### config.mk
export PLATFORM = sky130hd
export DESIGN_NAME = key_beep_seq_flat
export DESIGN_NICKNAME = d
export VERILOG_FILES = /design/src/rtl/key_beep_seq_if.sv /design/src/rtl/key_beep_seq.sv /design/src/flat_wrapper.sv
export SDC_FILE = /design/constraint.sdc
export NUM_CORES = 1
export LEC_CHECK = 0
export CAP_MARGIN = 20
export CORE_ASPECT_RATIO = 1.2
export CORE_MARGIN = 2
export CORE_UTILIZATION = 59
export CTS_BUF_LIST = sky130_fd_sc_hd__clkbuf_8 sky130_fd_sc_hd__clkbuf_16
export CTS_CLUSTER_DIAMETER = 80
export DETAILED_ROUTE_END_ITERATION = 10
export GPL_TIMING_DRIVEN = 0
export PLACE_DENSITY = 0.79
export SLEW_MARGIN = 20
export SYNTH_ARGS = -nofsm -noshare
export SYNTH_HDL_FRONTEND = slang
export SYNTH_SLANG_ARGS = --single-unit
### constraint.sdc
create_clock -name sys_clk -period 3.1 [get_ports sys_clk]
set_input_delay 0.62 -clock sys_clk [delete_from_list [all_inputs] [get_ports sys_clk]]
set_output_delay 0.62 -clock sys_clk [all_outputs]
set_load 0.02 [all_outputs]
### src/rtl/key_beep_seq_if.sv
// key_beep_seq_if: bundles the key/mode inputs and buzzer status outputs of
// the key_beep_seq buzzer sequencer.
//   key_filter [KEY_NUM-1:0] : debounced active-low keys (master -> slave)
//   mode                     : 0 = toggle, 1 = burst  (master -> slave)
//   beep                     : buzzer drive           (slave -> master)
//   busy                     : burst in progress      (slave -> master)
//   key_id     [KID_W-1:0]   : last accepted key      (slave -> master)
interface key_beep_seq_if #(
    parameter int KEY_NUM = 4
) ();
    localparam int KID_W = (KEY_NUM > 1) ? $clog2(KEY_NUM) : 1;

    logic [KEY_NUM-1:0] key_filter;
    logic               mode;
    logic               beep;
    logic               busy;
    logic [KID_W-1:0]   key_id;

    modport master (
        output key_filter,
        output mode,
        input  beep,
        input  busy,
        input  key_id
    );

    modport slave (
        input  key_filter,
        input  mode,
        output beep,
        output busy,
        output key_id
    );
endinterface

### src/rtl/key_beep_seq.sv
// key_beep_seq: multi-key buzzer sequencer.
// Toggle mode: any accepted press flips the buzzer on/off.
// Burst mode : key i plays i+1 beeps of ON_CYC clocks separated by OFF_CYC.
// TONE_DIV = 0 drives an active buzzer with a level; TONE_DIV > 0 produces a
// square wave toggling every TONE_DIV clocks while sounding.
// Ports:
//   sys_clk   : system clock
//   sys_rst_n : synchronous active-low reset
//   bus       : key_beep_seq_if slave (key_filter, mode in; beep, busy, key_id out)
// All outputs are registers; their next values are computed combinationally
// from the next FSM state so a press is visible one cycle after the key edge.
module key_beep_seq #(
    parameter int KEY_NUM  = 4,
    parameter int ON_CYC   = 10_000_000,
    parameter int OFF_CYC  = 5_000_000,
    parameter int TONE_DIV = 0
) (
    input  logic          sys_clk,
    input  logic          sys_rst_n,
    key_beep_seq_if.slave bus
);
    localparam int KID_W   = (KEY_NUM > 1) ? $clog2(KEY_NUM) : 1;
    localparam int MAX_CYC = (ON_CYC > OFF_CYC) ? ON_CYC : OFF_CYC;
    localparam int CNT_W   = (MAX_CYC > 1) ? $clog2(MAX_CYC) : 1;
    localparam int REM_W   = $clog2(KEY_NUM + 1);
    localparam int TDIV_W  = (TONE_DIV > 1) ? $clog2(TONE_DIV) : 1;

    localparam logic [CNT_W-1:0]  ON_LAST   = CNT_W'(ON_CYC - 1);
    localparam logic [CNT_W-1:0]  OFF_LAST  = CNT_W'(OFF_CYC - 1);
    localparam logic [TDIV_W-1:0] TDIV_LAST = TDIV_W'(TONE_DIV - 1);

    typedef enum logic [1:0] {
        ST_IDLE = 2'd0,
        ST_ON   = 2'd1,
        ST_OFF  = 2'd2
    } state_t;

    state_t              state_r, state_s;
    logic [KEY_NUM-1:0]  key_d0_r;
    logic [CNT_W-1:0]    cnt_r, cnt_s;
    logic [REM_W-1:0]    rem_r, rem_s;
    logic [KID_W-1:0]    kid_r, kid_s;
    logic                en_r, en_s;
    logic                mode_r, mode_s;
    logic                snd_r, snd_s;
    logic                tone_r, tone_s;
    logic [TDIV_W-1:0]   tcnt_r, tcnt_s;
    logic                beep_r, beep_s;
    logic                busy_r, busy_s;
    logic [KEY_NUM-1:0]  press_s;
    logic                acc_s;
    logic [KID_W-1:0]    acc_id_s;

    // Press detection and lowest-index arbitration.
    always_comb begin
        press_s  = key_d0_r & ~bus.key_filter;
        acc_s    = 1'b0;
        acc_id_s = '0;
        // Scan downwards so the lowest pressed index is the last one written.
        for (int i = KEY_NUM - 1; i >= 0; i--) begin
            if (press_s[i]) begin
                acc_s    = 1'b1;
                acc_id_s = KID_W'(i);
            end else begin
                acc_s    = acc_s;
                acc_id_s = acc_id_s;
            end
        end
    end

    // FSM next state, burst bookkeeping and next output values.
    always_comb begin
        state_s = state_r;
        cnt_s   = cnt_r;
        rem_s   = rem_r;
        kid_s   = kid_r;
        en_s    = en_r;
        mode_s  = mode_r;
        case (state_r)
            ST_IDLE: begin
                mode_s = bus.mode;
                if (mode_r == 1'b0) begin
                    if (acc_s) begin
                        en_s  = ~en_r;
                        kid_s = acc_id_s;
                    end else begin
                        en_s  = en_r;
                    end
                end else begin
                    if (acc_s) begin
                        rem_s   = REM_W'(acc_id_s) + REM_W'(1);
                        kid_s   = acc_id_s;
                        cnt_s   = '0;
                        state_s = ST_ON;
                    end else begin
                        state_s = ST_IDLE;
                    end
                end
                // A mode switch always leaves the toggle buzzer off.
                if (mode_s != mode_r) begin
                    en_s = 1'b0;
                end else begin
                    en_s = en_s;
                end
            end
            ST_ON: begin
                if (cnt_r == ON_LAST) begin
                    cnt_s = '0;
                    if (rem_r > REM_W'(1)) begin
                        rem_s   = rem_r - REM_W'(1);
                        state_s = ST_OFF;
                    end else begin
                        state_s = ST_IDLE;
                    end
                end else begin
                    cnt_s = cnt_r + CNT_W'(1);
                end
            end
            ST_OFF: begin
                if (cnt_r == OFF_LAST) begin
                    cnt_s   = '0;
                    state_s = ST_ON;
                end else begin
                    cnt_s = cnt_r + CNT_W'(1);
                end
            end
            default: begin
                state_s = ST_IDLE;
                cnt_s   = '0;
            end
        endcase

        case (state_s)
            ST_ON:   snd_s = 1'b1;
            ST_OFF:  snd_s = 1'b0;
            ST_IDLE: snd_s = en_s & ~mode_s;
            default: snd_s = 1'b0;
        endcase
        busy_s = (state_s != ST_IDLE);

        // Tone divider: restart high on a rising snd, toggle every TONE_DIV clocks.
        if (snd_s == 1'b0) begin
            tone_s = 1'b0;
            tcnt_s = '0;
        end else if (snd_r == 1'b0) begin
            tone_s = 1'b1;
            tcnt_s = '0;
        end else if (tcnt_r == TDIV_LAST) begin
            tone_s = ~tone_r;
            tcnt_s = '0;
        end else begin
            tone_s = tone_r;
            tcnt_s = tcnt_r + TDIV_W'(1);
        end

        if (TONE_DIV == 0) begin
            beep_s = snd_s;
        end else begin
            beep_s = tone_s;
        end
    end

    // State and output registers with synchronous active-low reset.
    always_ff @(posedge sys_clk) begin
        if (!sys_rst_n) begin
            state_r  <= ST_IDLE;
            key_d0_r <= '1;
            cnt_r    <= '0;
            rem_r    <= '0;
            kid_r    <= '0;
            en_r     <= 1'b0;
            mode_r   <= 1'b0;
            snd_r    <= 1'b0;
            tone_r   <= 1'b0;
            tcnt_r   <= '0;
            beep_r   <= 1'b0;
            busy_r   <= 1'b0;
        end else begin
            state_r  <= state_s;
            key_d0_r <= bus.key_filter;
            cnt_r    <= cnt_s;
            rem_r    <= rem_s;
            kid_r    <= kid_s;
            en_r     <= en_s;
            mode_r   <= mode_s;
            snd_r    <= snd_s;
            tone_r   <= tone_s;
            tcnt_r   <= tcnt_s;
            beep_r   <= beep_s;
            busy_r   <= busy_s;
        end
    end

    assign bus.beep   = beep_r;
    assign bus.busy   = busy_r;
    assign bus.key_id = kid_r;
endmodule

### src/flat_wrapper.sv
// flat-port wrapper written by rule: the top's interface ports become plain ports
module key_beep_seq_flat 
#(
    parameter int KEY_NUM  = 4,
    parameter int ON_CYC   = 10_000_000,
    parameter int OFF_CYC  = 5_000_000,
    parameter int TONE_DIV = 0
)
  (sys_clk, sys_rst_n, bus_key_filter, bus_mode, bus_beep, bus_busy, bus_key_id);
  key_beep_seq_if #(.KEY_NUM(KEY_NUM)) bus_i ();
  input  logic sys_clk;
  input  logic sys_rst_n;
  input wire logic [$bits(bus_i.key_filter)-1:0] bus_key_filter;
  input wire logic [$bits(bus_i.mode)-1:0] bus_mode;
  output wire logic [$bits(bus_i.beep)-1:0] bus_beep;
  output wire logic [$bits(bus_i.busy)-1:0] bus_busy;
  output wire logic [$bits(bus_i.key_id)-1:0] bus_key_id;
  assign bus_i.key_filter = bus_key_filter;
  assign bus_i.mode = bus_mode;
  assign bus_beep = bus_i.beep;
  assign bus_busy = bus_i.busy;
  assign bus_key_id = bus_i.key_id;
  key_beep_seq #(.KEY_NUM(KEY_NUM), .ON_CYC(ON_CYC), .OFF_CYC(OFF_CYC), .TONE_DIV(TONE_DIV)) u_core (.sys_clk(sys_clk), .sys_rst_n(sys_rst_n), .bus(bus_i));
endmodule
; Yosys cells after proc, flatten, opt, wreduce, memory -nomap -nowiden
; Cells that the tools add are included.
[op_classes]
reduce_logical = 7
bitwise_logic = 5
muxes = 30
n_addsub = 3
order_cmp = 1
eq_ne = 10
[ops]
columns = cell, n
row1 = $mux 24, 4
row2 = $pmux 24 s3, 1
row3 = $add 24x1->24 const B, 1
row4 = $eq 24x23->1 const B, 1
row5 = $eq 24x24->1 const B, 1
row6 = $mux 2, 8
row7 = $mux 3, 4
row8 = $mux 1, 10
row9 = $ne 2x1->1 const B, 4
row10 = $pmux 2 s3, 1
row11 = $pmux 3 s2, 1
row12 = $reduce_and 5->1, 1
row13 = $and 4x4->4, 1
row14 = $eq 2x1->1 const B, 2
row15 = $logic_not 2->1, 2
row16 = $not 4->4, 1
row17 = $reduce_and 2->1, 2
row18 = $reduce_bool 2->1, 2
row19 = $add 2x1->3 const B, 1
row20 = $gt 3x1->1 const B, 1
row21 = $sub 3x1->3 const B, 1
row22 = $eq 2x2->1 const B, 1
row23 = $not 1->1, 2
row24 = $pmux 1 s2, 1
row25 = other kinds (2), 2
[totals]
output_inout_bits = 4
reg_bits = 39

; Longest topological paths before layout
; Gate-level depths: netlist (run 1).
[logic_depth]
word_depth = 12
ltp_mapped = 8
depth_no_buf = 8

; Worst setup path before layout (run 1)
; No wires, ideal clock.
[synth_path]
path_type = register to register
startpoint = register u_core.cnt_r[13]
endpoint = register u_core.rem_r[1]
t_arrival_ps = 2329
slack_ps = 705
path_stages_with_launch = 7
t_required_ps = 3034
path_buffers = 0
setup_ps = 66
cell_sequence = dfxtp_1 or4_1 or4_4 or2_1 a221o_1 a211o_1 a21boi_2
[synth_between]
elab_chain_len = 3
[synth_lines]
columns = item, line_no
row1 = start: declaration, key_beep_seq.sv:40  ; logic [CNT_W-1:0] cnt_r, cnt_s;
row2 = start signal: assignment, key_beep_seq.sv:181  ; cnt_r <= cnt_s;
row3 = $eq 24x24->1, key_beep_seq.sv:107  ; if (cnt_r == ON_LAST) begin
row4 = $ne 2x1->1 (no source line), n/a
row5 = $reduce_and 5->1 (no source line), n/a
row6 = end signal: assignment, key_beep_seq.sv:182  ; rem_r <= rem_s;
row7 = end: declaration, key_beep_seq.sv:41  ; logic [REM_W-1:0] rem_r, rem_s;
; No other way between the ends.
; A chain may end at the register's enable or synchronous reset.

; Final worst setup path (run 1)
[layout_path]
startpoint = register u_core.cnt_r[0]
endpoint = register u_core.cnt_r[14]
[layout_between]
elab_chain_len = 3
word_cells_on_any_way = 6
classes_between = add/sub: 1 / eq/ne: 2 / mux: 3
[layout_lines]
columns = item, line_no
row1 = $add 24x1->24 (tied with other cells), "key_beep_seq.sv:116, key_beep_seq.sv:124"
row2 = $mux 24 (on tied branches), "key_beep_seq.sv:120, key_beep_seq.sv:107"
row3 = $pmux 24 s3 (*), key_beep_seq.sv:79  ; case (state_r)
; Every way passes the cells marked *; elsewhere a longest branch is shown, timed or not.

==> results of run 1 <==
## logic make-up after synthesis
| group | synth area share (%) |
|---|---|
| AOI/OAI and AO/OA | 15.0 |
| adders and majority gates | 4.73 |
| buffers and inverters | 4.08 |
| xor gates and xnor gates | 7.04 |
| muxes | 0.946 |
| and+or+nand+nor | 31.3 |
| DFF | 36.9 |
## Yosys cell counts (5+ instances only)
| cell type | n |
|---|---|
| clkbuf_1 | 11 |
| nor2b_1 | 7 |
| xnor2_1 | 11 |
| xor2_1 | 6 |
| ha_1 | 8 |
| a21oi_1 | 9 |
| dfxtp_1 | 39 |
| o21ai_0 | 5 |
| nor3_1 | 6 |
| nand2_1 | 26 |
| nand3_1 | 16 |
| nor2_1 | 31 |
| inv_1 | 10 |
| nand2b_1 | 9 |
| nand4_1 | 11 |
## stage by stage
step	util, %	hold WS, ps	setup slack (ps)	power, mW	setup TNS, ps
floorplan	-	440	705	0.637	0
global placement	66.3	449	-222	0.677	-833
detailed placement	66.4	456	20.7	0.681	0
CTS	68.8	467	234	1.00	0
global route	68.8	487	1.87	1.05	0
finish	68.8	462	236	0.995	0
## power by group
| part | internal [mW] | switching, mW | leakage, nW |
|---|---|---|---|
| logic | 0.0593 | 0.0856 | 0.483 |
| clock network | 0.151 | 0.174 | 0.0505 |
| registers | 0.516 | 0.00841 | 0.317 |
| total | 0.727 | 0.268 | 0.850 |
## state kept, by name, summed over array words and instances, names as in the netlist
| name | count |
|---|---|
| u_core.bus.beep | 1 |
| u_core.key_d0_r | 4 |
| u_core.state_r | 2 |
| u_core.mode_r | 1 |
| u_core.cnt_r | 24 |
| u_core.rem_r | 3 |
| u_core.bus.key_id | 2 |
| u_core.en_r | 1 |
| u_core.bus.busy | 1 |
## worst paths after layout
kind	start	to	slack, ps
worst min register to register	u_core.rem_r[1]	u_core.rem_r[1]	460
worst max register to register	u_core.cnt_r[0]	u_core.cnt_r[14]	240
worst min-delay path	u_core.rem_r[1]	u_core.rem_r[1]	460
worst max-delay path	u_core.cnt_r[0]	u_core.cnt_r[14]	240
## per-layer routing
| metal | wire length, um | global-route usage [%] | part of all wire [%] | vias to the layer above |
|---|---|---|---|---|
| li1 | - | - | - | 950 |
| met1 | 1920 | 26.0 | 43 | 885 |
| met2 | 2260 | 42.8 | 51 | 28 |
| met3 | 176 | 6.34 | 4.0 | 7 |
| met4 | 84 | 8.84 | 1.9 | 0 |
| met5 | 0 | 0 | 0 | - |
## critical path: stages (launching register included)
cell      delay, ps
dfxtp_1         400
ha_1            220
nand3_1         210
or4_4           610
o31ai_1         350
a21boi_0        230
o21ai_2         410
buf_4           250
nor2_1           60
## final cells by class
type	count	share of cell area (%)
multi-input combinational	197	53.5
sequential	39	33.4
timing repair buffer	9	3.86
clock buffer	5	2.95
buffer	12	2.09
tap	37	1.98
inverter	10	1.61
clock inverter	3	0.536
==> results by group, run 1 <==
Job
  • Max-cap violations: 0

Global routing
  • Pin count of the biggest net entering global routing: 12
  • Vias in the first global route: 1789
  • First-pass GRT wire length: 7580 um
  • Tot GR Track Use: 23.9%
  • Initial antenna violation count: 0
  • Global route overflow: 0

Clock network
  • CTS Buffer Depth: 2
  • Worst skew pair latency: 300 ps
  • Hold buffers post-CTS: 0
  • Clock slew at reported path FFs: 80 ps
  • Post-CTS Setup Inserts: 0
  • CTS H-tree depth: 2
  • TritonCTS clock tree: yes
  • Num Clock Sinks: 39
  • Clock Root Buffer: clkbuf_8
  • CTS Buf Count: 5
  • Post-CTS Resized: 0

Timing
  • Hold violation count in the final report: 0
  • Clk_skew: 7.80 ps
  • Final setup vio count: 0
  • Max Fclk: 349 MHz
  • Final Critical Period: 2860 ps
  • RSZ-0062 raised after global routing: no
  • Fin. max-slew vios: 0
  • Fin crit share: 92.4%
  • Worst-margin pin slew: 1000 ps
  • Slew Limit Headroom: 33.2%

Logic synthesis
  • Synthesized area: 0.00212 mm2
  • Syn Nets: 273
  • Syn Inst Count: 258
  • Synth top area share: 36.9%
  • Register area share after synthesis: 36.9%
  • FFs w/ async S/R, synth: 0%
  • Mapped Avg Cell Area: 8.20 um2
  • Synth unique cells: 54
  • YS warnings: 0
  • Synth Flop Type: dfxtp_1
  • Synth area leaders: dfxtp_1, nor2_1, ha_1
  • Yosys reg bits: 39
  • Number of synthesized flops with an enable pin: 0
  • Synth area leader: dfxtp_1

Routing
  • DRC violation count after routing: 0
  • Via-per-instance ratio: 5.99
  • DRT iter0 DRCs: 60
  • Drt total wl: 4430 um
  • Drt first pass iters: 4
  • DR WL/cell: 14.2 um
  • Antenna Nets Post-Route: 0
  • Vias: 1870

Floorplan
  • Core box area: 0.00340 mm2
  • IO Count: 11
  • Die X: 58.7 um
  • Initial core utilization: 62.3%
  • Chip Height: 69.6 um
  • Die area: 0.00408 mm2
  • Floorplan row count: 23

Worst setup path
  • Crit-path max FO: 10
  • FF-to-FF path depth: 8
  • CP required: 3290 ps
  • Crit path capture type: register
  • Worst Setup Start Kind: register
  • Critical path type: register to register
  • Worst Path Arrival: 3050 ps

Hold path
  • HP Class: register to register
  • Hold depth: 2

Finish
  • Ant diodes: 0
  • Layout cells sized above 1: 5.09%
  • Final Cell Area: 0.00233 mm2
  • Multi-input gate area: 0.00125 mm2
  • Fin cells: 312
  • Final layout net count: 289
  • Most frequent cells in the layout: dfxtp_1, nor2_1, nand2_1, nand3_1, inv_1
  • Reg area: 781 um2
  • Commonest non-fill, non-tap cell in the layout: dfxtp_1
  • FILL cells: 314
  • Area growth syn-to-layout: 10.3%

Power
  • PwrDens: 426 mW/mm2
  • Highest ir drop seen on vdd: 0.000315 V
  • Lkg Pwr: 0.850 nW

Placement
  • Hpwl dp: 3240 um
  • DP Area: 0.00225 mm2
  • Placed Instances: 304
  • Final RePlAce weighted congestion: 0.812
  • I/O Buffers: 9

Status
  • Status: finished clean
No activity file was read; power rests on OpenSTA's default activity.
==> run 2, diff against run 1 <==
REMOVE_ABC_BUFFERS = 1   (was default)
==> results by group, run 2 (same netlist as run 1, synthesis figures left out) <==
Floorplan
  • IO Count: 11
  • Chip Height: 69.6 um
  • Die X: 58.7 um
  • Initial core utilization: 62.3%
  • Die area: 0.00408 mm2
  • Core box area: 0.00340 mm2
  • Floorplan row count: 23

Power
  • Pwr Total: 1.00 mW
  • PwrDens: 431 mW/mm2
  • Lkg Pwr: 0.847 nW
  • Highest ir drop seen on vdd: 0.000311 V

Placement
  • I/O Buffers: 10
  • Hpwl dp: 3010 um
  • Final RePlAce weighted congestion: 0.823
  • Placed Instances: 293

Job
  • Max-cap violations: 0

Worst setup path
  • Slowest stage cell, crit path: a21oi_1
  • Worst Path Arrival: 3000 ps
  • Worst Setup Start Kind: primary input
  • Crit path capture type: register
  • Critical-path cell list: clkdlybuf4s50_1 -> nand2b_1 -> nand4_1 -> a21oi_1 -> a221o_1 -> a21oi_1 -> o221a_2
  • Most frequent CP cell: a21oi_1
  • CP required: 3290 ps
  • Max incr delay on CP: 840 ps
  • Critical path type: primary input to register
  • Crit-path max FO: 10

Clock network
  • Num Clock Sinks: 39
  • Worst skew pair latency: 300 ps
  • CTS Buf Count: 5
  • Clock slew at reported path FFs: 70 ps
  • Clock Root Buffer: clkbuf_8
  • CTS H-tree depth: 2
  • CTS Buffer Depth: 2
  • TritonCTS clock tree: yes

Finish
  • Final layout net count: 279
  • Reg area: 781 um2
  • Commonest non-fill, non-tap cell in the layout: dfxtp_1
  • Top flop regs: u_core.cnt_r: 24 flops, u_core.key_d0_r: 4 flops, u_core.rem_r: 3 flops
  • FILL cells: 299
  • Most frequent cells in the layout: dfxtp_1, nor2_1, nand2_1, nand3_1, inv_1
  • Area growth syn-to-layout: 9.82%
  • Multi-input gate area: 0.00126 mm2
  • Fin cells: 302
  • Ant diodes: 0
  • Biggest register: u_core.cnt_r
  • Max reg flops: 24
  • Layout cells sized above 1: 5.28%

Global routing
  • Tot GR Track Use: 23.6%
  • Pin count of the biggest net entering global routing: 29
  • Vias in the first global route: 1764
  • Initial antenna violation count: 0
  • First-pass GRT wire length: 7610 um
  • Global route overflow: 0

Routing
  • Drt total wl: 4390 um
  • Via-per-instance ratio: 6.03
  • DRT iter0 DRCs: 70
  • Drt first pass iters: 4
  • Vias: 1820
  • DRC violation count after routing: 0
  • DR WL/cell: 14.5 um
  • Antenna Nets Post-Route: 0

Timing
  • Final Critical Period: 2810 ps
  • Fin. max-slew vios: 0
  • Final setup vio count: 0
  • Fin Setup TNS: 0 ps
  • Slew Limit Headroom: 30.1%
  • Worst-margin pin slew: 1050 ps
  • Fin crit share: 90.6%
  • Clk_skew: 4.46 ps
  • RSZ-0062 raised after global routing: no
  • Hold violation count in the final report: 0
  • Max Fclk: 356 MHz

Hold path
  • HP Class: register to register

Status
  • Status: finished clean
[run 2: path summary, 6_finish.rpt]
check	from	endpoint	slack [ps]	cells past startpoint
worst min-delay path	u_core.rem_r[1]	u_core.rem_r[1]	470	2
worst min register to register	u_core.rem_r[1]	u_core.rem_r[1]	470	2
worst max register to register	u_core.cnt_r[0]	u_core.cnt_r[18]	300	8
worst max-delay path	bus_key_filter[2]	u_core.rem_r[0]	290	7
[run 2: where the power goes]
part | total [mW] | internal [mW] | switching, mW
registers | 0.526 | 0.516 | 0.0101
logic | 0.147 | 0.0635 | 0.0832
clock network | 0.328 | 0.151 | 0.176
total | 1.00 | 0.731 | 0.270
[run 2: layer usage]
metal  part of all wire (%)  global-route usage [%]  up-vias
met5                      0                       0        -
met4                    2.1                    7.58        0
met3                    2.8                    5.04       10
met2                     50                    41.3       32
met1                     45                    28.0      852
li1                       -                       -      926
[run 2: area by class of cell]
cell class / instances / area share [%]
clock inverter: 3 / 0.539
multi-input combinational: 197 / 54.1
inverter: 10 / 1.62
timing repair buffer: 11 / 5.17
clock buffer: 5 / 2.96
tap: 37 / 1.99
sequential: 39 / 33.6
[run 2: critical path, delay by kind of cell]
kind,cells,cell delay (ps)
and+or+nand+nor,2,390
AOI/OAI and AO/OA,4,1490
buffers and inverters,1,490
[run 2: metrics by stage]
stage / setup WS, ps / util (%) / hold WS (ps) / instance area, um2
finish: 290 / 68.4 / 465 / 2320
global route: 63.9 / 68.4 / 498 / 2320
detailed placement: -4.05 / 65.2 / 461 / 2210
floorplan: 438 / - / 440 / 2070
CTS: 164 / 67.8 / 471 / 2300
global placement: -231 / 65.2 / 449 / 2210
[run 2: repair_timing]
| action | 4_1_cts | 5_1_grt |
|---|---|---|
| setup endpoints to repair | 1 | 18 |
| gates cloned | 0 | 0 |
| buffers inserted | 0 | 1 |
| hold buffers | 0 | 0 |
| pin swaps | 0 | 1 |
| gates resized for setup | 1 | 0 |
==> run 3, diff against run 2 <==
CORE_ASPECT_RATIO = default   (was 1.2)
==> results by group, run 3 (same netlist as run 1, synthesis figures left out) <==
Routing
  • Drt total wl: 4170 um
  • Drt first pass iters: 4
  • Vias: 1790
  • Antenna Nets Post-Route: 0
  • DRT iter0 DRCs: 69
  • DR WL/cell: 13.4 um
  • Via-per-instance ratio: 5.76
  • DRC violation count after routing: 0

Timing
  • Final Critical Period: 2840 ps
  • Fin crit share: 91.6%
  • Clk_skew: 6.37 ps
  • Worst-margin pin slew: 1040 ps
  • Max Fclk: 352 MHz
  • Final worst-path setup slack: 259 ps
  • Hold violation count in the final report: 0
  • Final setup vio count: 0
  • Fin. max-slew vios: 0
  • Slew Limit Headroom: 30.6%
  • RSZ-0062 raised after global routing: no

Worst setup path
  • Delay-heaviest family, CP: compound AO/OA/AOI/OAI gates
  • FF-to-FF setup slack: 340 ps
  • WP buf/inv: 1
  • Crit-path max FO: 10
  • Slowest stage cell, crit path: a21oi_1
  • FF-to-FF Start: u_core.cnt_r[0]
  • Critical path type: primary input to register
  • Setup crit start: bus_key_filter[3]
  • Critical-path cell list: clkdlybuf4s50_1 -> nand2b_1 -> nand4_1 -> a21oi_1 -> a221o_1 -> a21oi_1 -> o221a_2
  • CP required: 3300 ps
  • Most frequent CP cell: a21oi_1
  • Worst Setup Start Kind: primary input
  • Max incr delay on CP: 850 ps
  • Crit path capture type: register
  • Worst Path Arrival: 3040 ps

Finish
  • Max reg flops: 24
  • Commonest non-fill, non-tap cell in the layout: dfxtp_1
  • Area growth syn-to-layout: 10.5%
  • Ant diodes: 0
  • Most frequent cells in the layout: dfxtp_1, nor2_1, nand2_1, nand3_1
  • Final layout net count: 279
  • Top flop regs: u_core.cnt_r: 24 flops, u_core.key_d0_r: 4 flops, u_core.rem_r: 3 flops
  • Layout cells sized above 1: 6.04%
  • Fin cells: 311
  • Final Cell Area: 0.00234 mm2
  • Biggest register: u_core.cnt_r

Floorplan
  • Die X: 63.9 um
  • Core box area: 0.00339 mm2
  • Initial core utilization: 62.4%
  • Die area: 0.00408 mm2
  • Floorplan row count: 21
  • IO Count: 11
  • Chip Height: 63.9 um

Clock network
  • Worst skew pair latency: 300 ps
  • CTS H-tree depth: 2
  • TritonCTS clock tree: yes
  • CTS Buffer Depth: 2
  • CTS Buf Count: 5
  • Num Clock Sinks: 39
  • Clock Root Buffer: clkbuf_8
  • Hold buffers post-CTS: 0
  • Clock slew at reported path FFs: 80 ps

Global routing
  • Global route overflow: 0
  • Pin count of the biggest net entering global routing: 29
  • First-pass GRT wire length: 7200 um
  • Tot GR Track Use: 22.4%
  • Vias in the first global route: 1676
  • Initial antenna violation count: 0

Job
  • Max-cap violations: 0

Placement
  • Hpwl dp: 2880 um
  • Final RePlAce weighted congestion: 0.754
  • Worst slack at placement: -38.7 ps
  • I/O Buffers: 10
  • Placed Instances: 302
  • DP Area: 0.00223 mm2

Power
  • Lkg Pwr: 0.845 nW
  • PwrDens: 432 mW/mm2
  • Pwr Total: 1.01 mW
  • Highest ir drop seen on vdd: 0.000339 V

Status
  • Status: finished clean

Hold path
  • HP Class: register to register
  • Hold path start: u_core.rem_r[1]
run 3: routing by layer:
| layer | part of all wire, % | track usage (%) |
|---|---|---|
| met5 | 0 | 0 |
| met4 | 2.0 | 10.6 |
| met3 | 3.2 | 3.17 |
| met2 | 47 | 38.2 |
| met1 | 48 | 27.7 |
run 3: final cells by class:
| class | instances | area (um2) |
|---|---|---|
| Sequential cell | 39 | 781 |
| Tap cell | 46 | 57.6 |
| Fill cell | 280 | 1050 |
| Timing Repair Buffer | 11 | 120 |
| Multi-Input combinational cell | 197 | 1260 |
| Clock buffer | 5 | 68.8 |
| Inverter | 10 | 37.5 |
| Clock inverter | 3 | 15.0 |
run 3: power by group:
part / internal [mW] / switching [mW] / total [mW]
registers: 0.516 / 0.0101 / 0.526
logic: 0.0636 / 0.0840 / 0.148
clock network: 0.154 / 0.181 / 0.335
run 3: path summary, 6_finish.rpt:
| kind | endpoint | cells after the start |
|---|---|---|
| worst max register to register | u_core.cnt_r[13] | 8 |
| worst min-delay path | u_core.rem_r[1] | 2 |
| worst min register to register | u_core.rem_r[1] | 2 |
| worst max-delay path | u_core.rem_r[0] | 7 |
run 3: worst reg2reg max path, cell delays in order, from the launching register on:
cell and delay, ps:
dfxtp_1 410, ha_1 220, nand3_1 210, or4_4 610, o31ai_1 330, a21boi_1 360, o21ai_4 280, buf_12 170
a31oi_1 60
run 3: timing repair:
| item | in CTS | in global routing |
|---|---|---|
| buffers inserted | 0 | 1 |
| setup endpoints to repair | 0 | 18 |
| resized for setup | 0 | 1 |
run 3: metrics by stage:
step                hold WS [ps]  util [%]  setup TNS (ps)
floorplan                    440         -               0
global placement             447      65.6           -2940
detailed placement           472      65.7           -48.3
CTS                          483      68.1               0
global route                 498      69.0               0
finish                       474      69.0               0
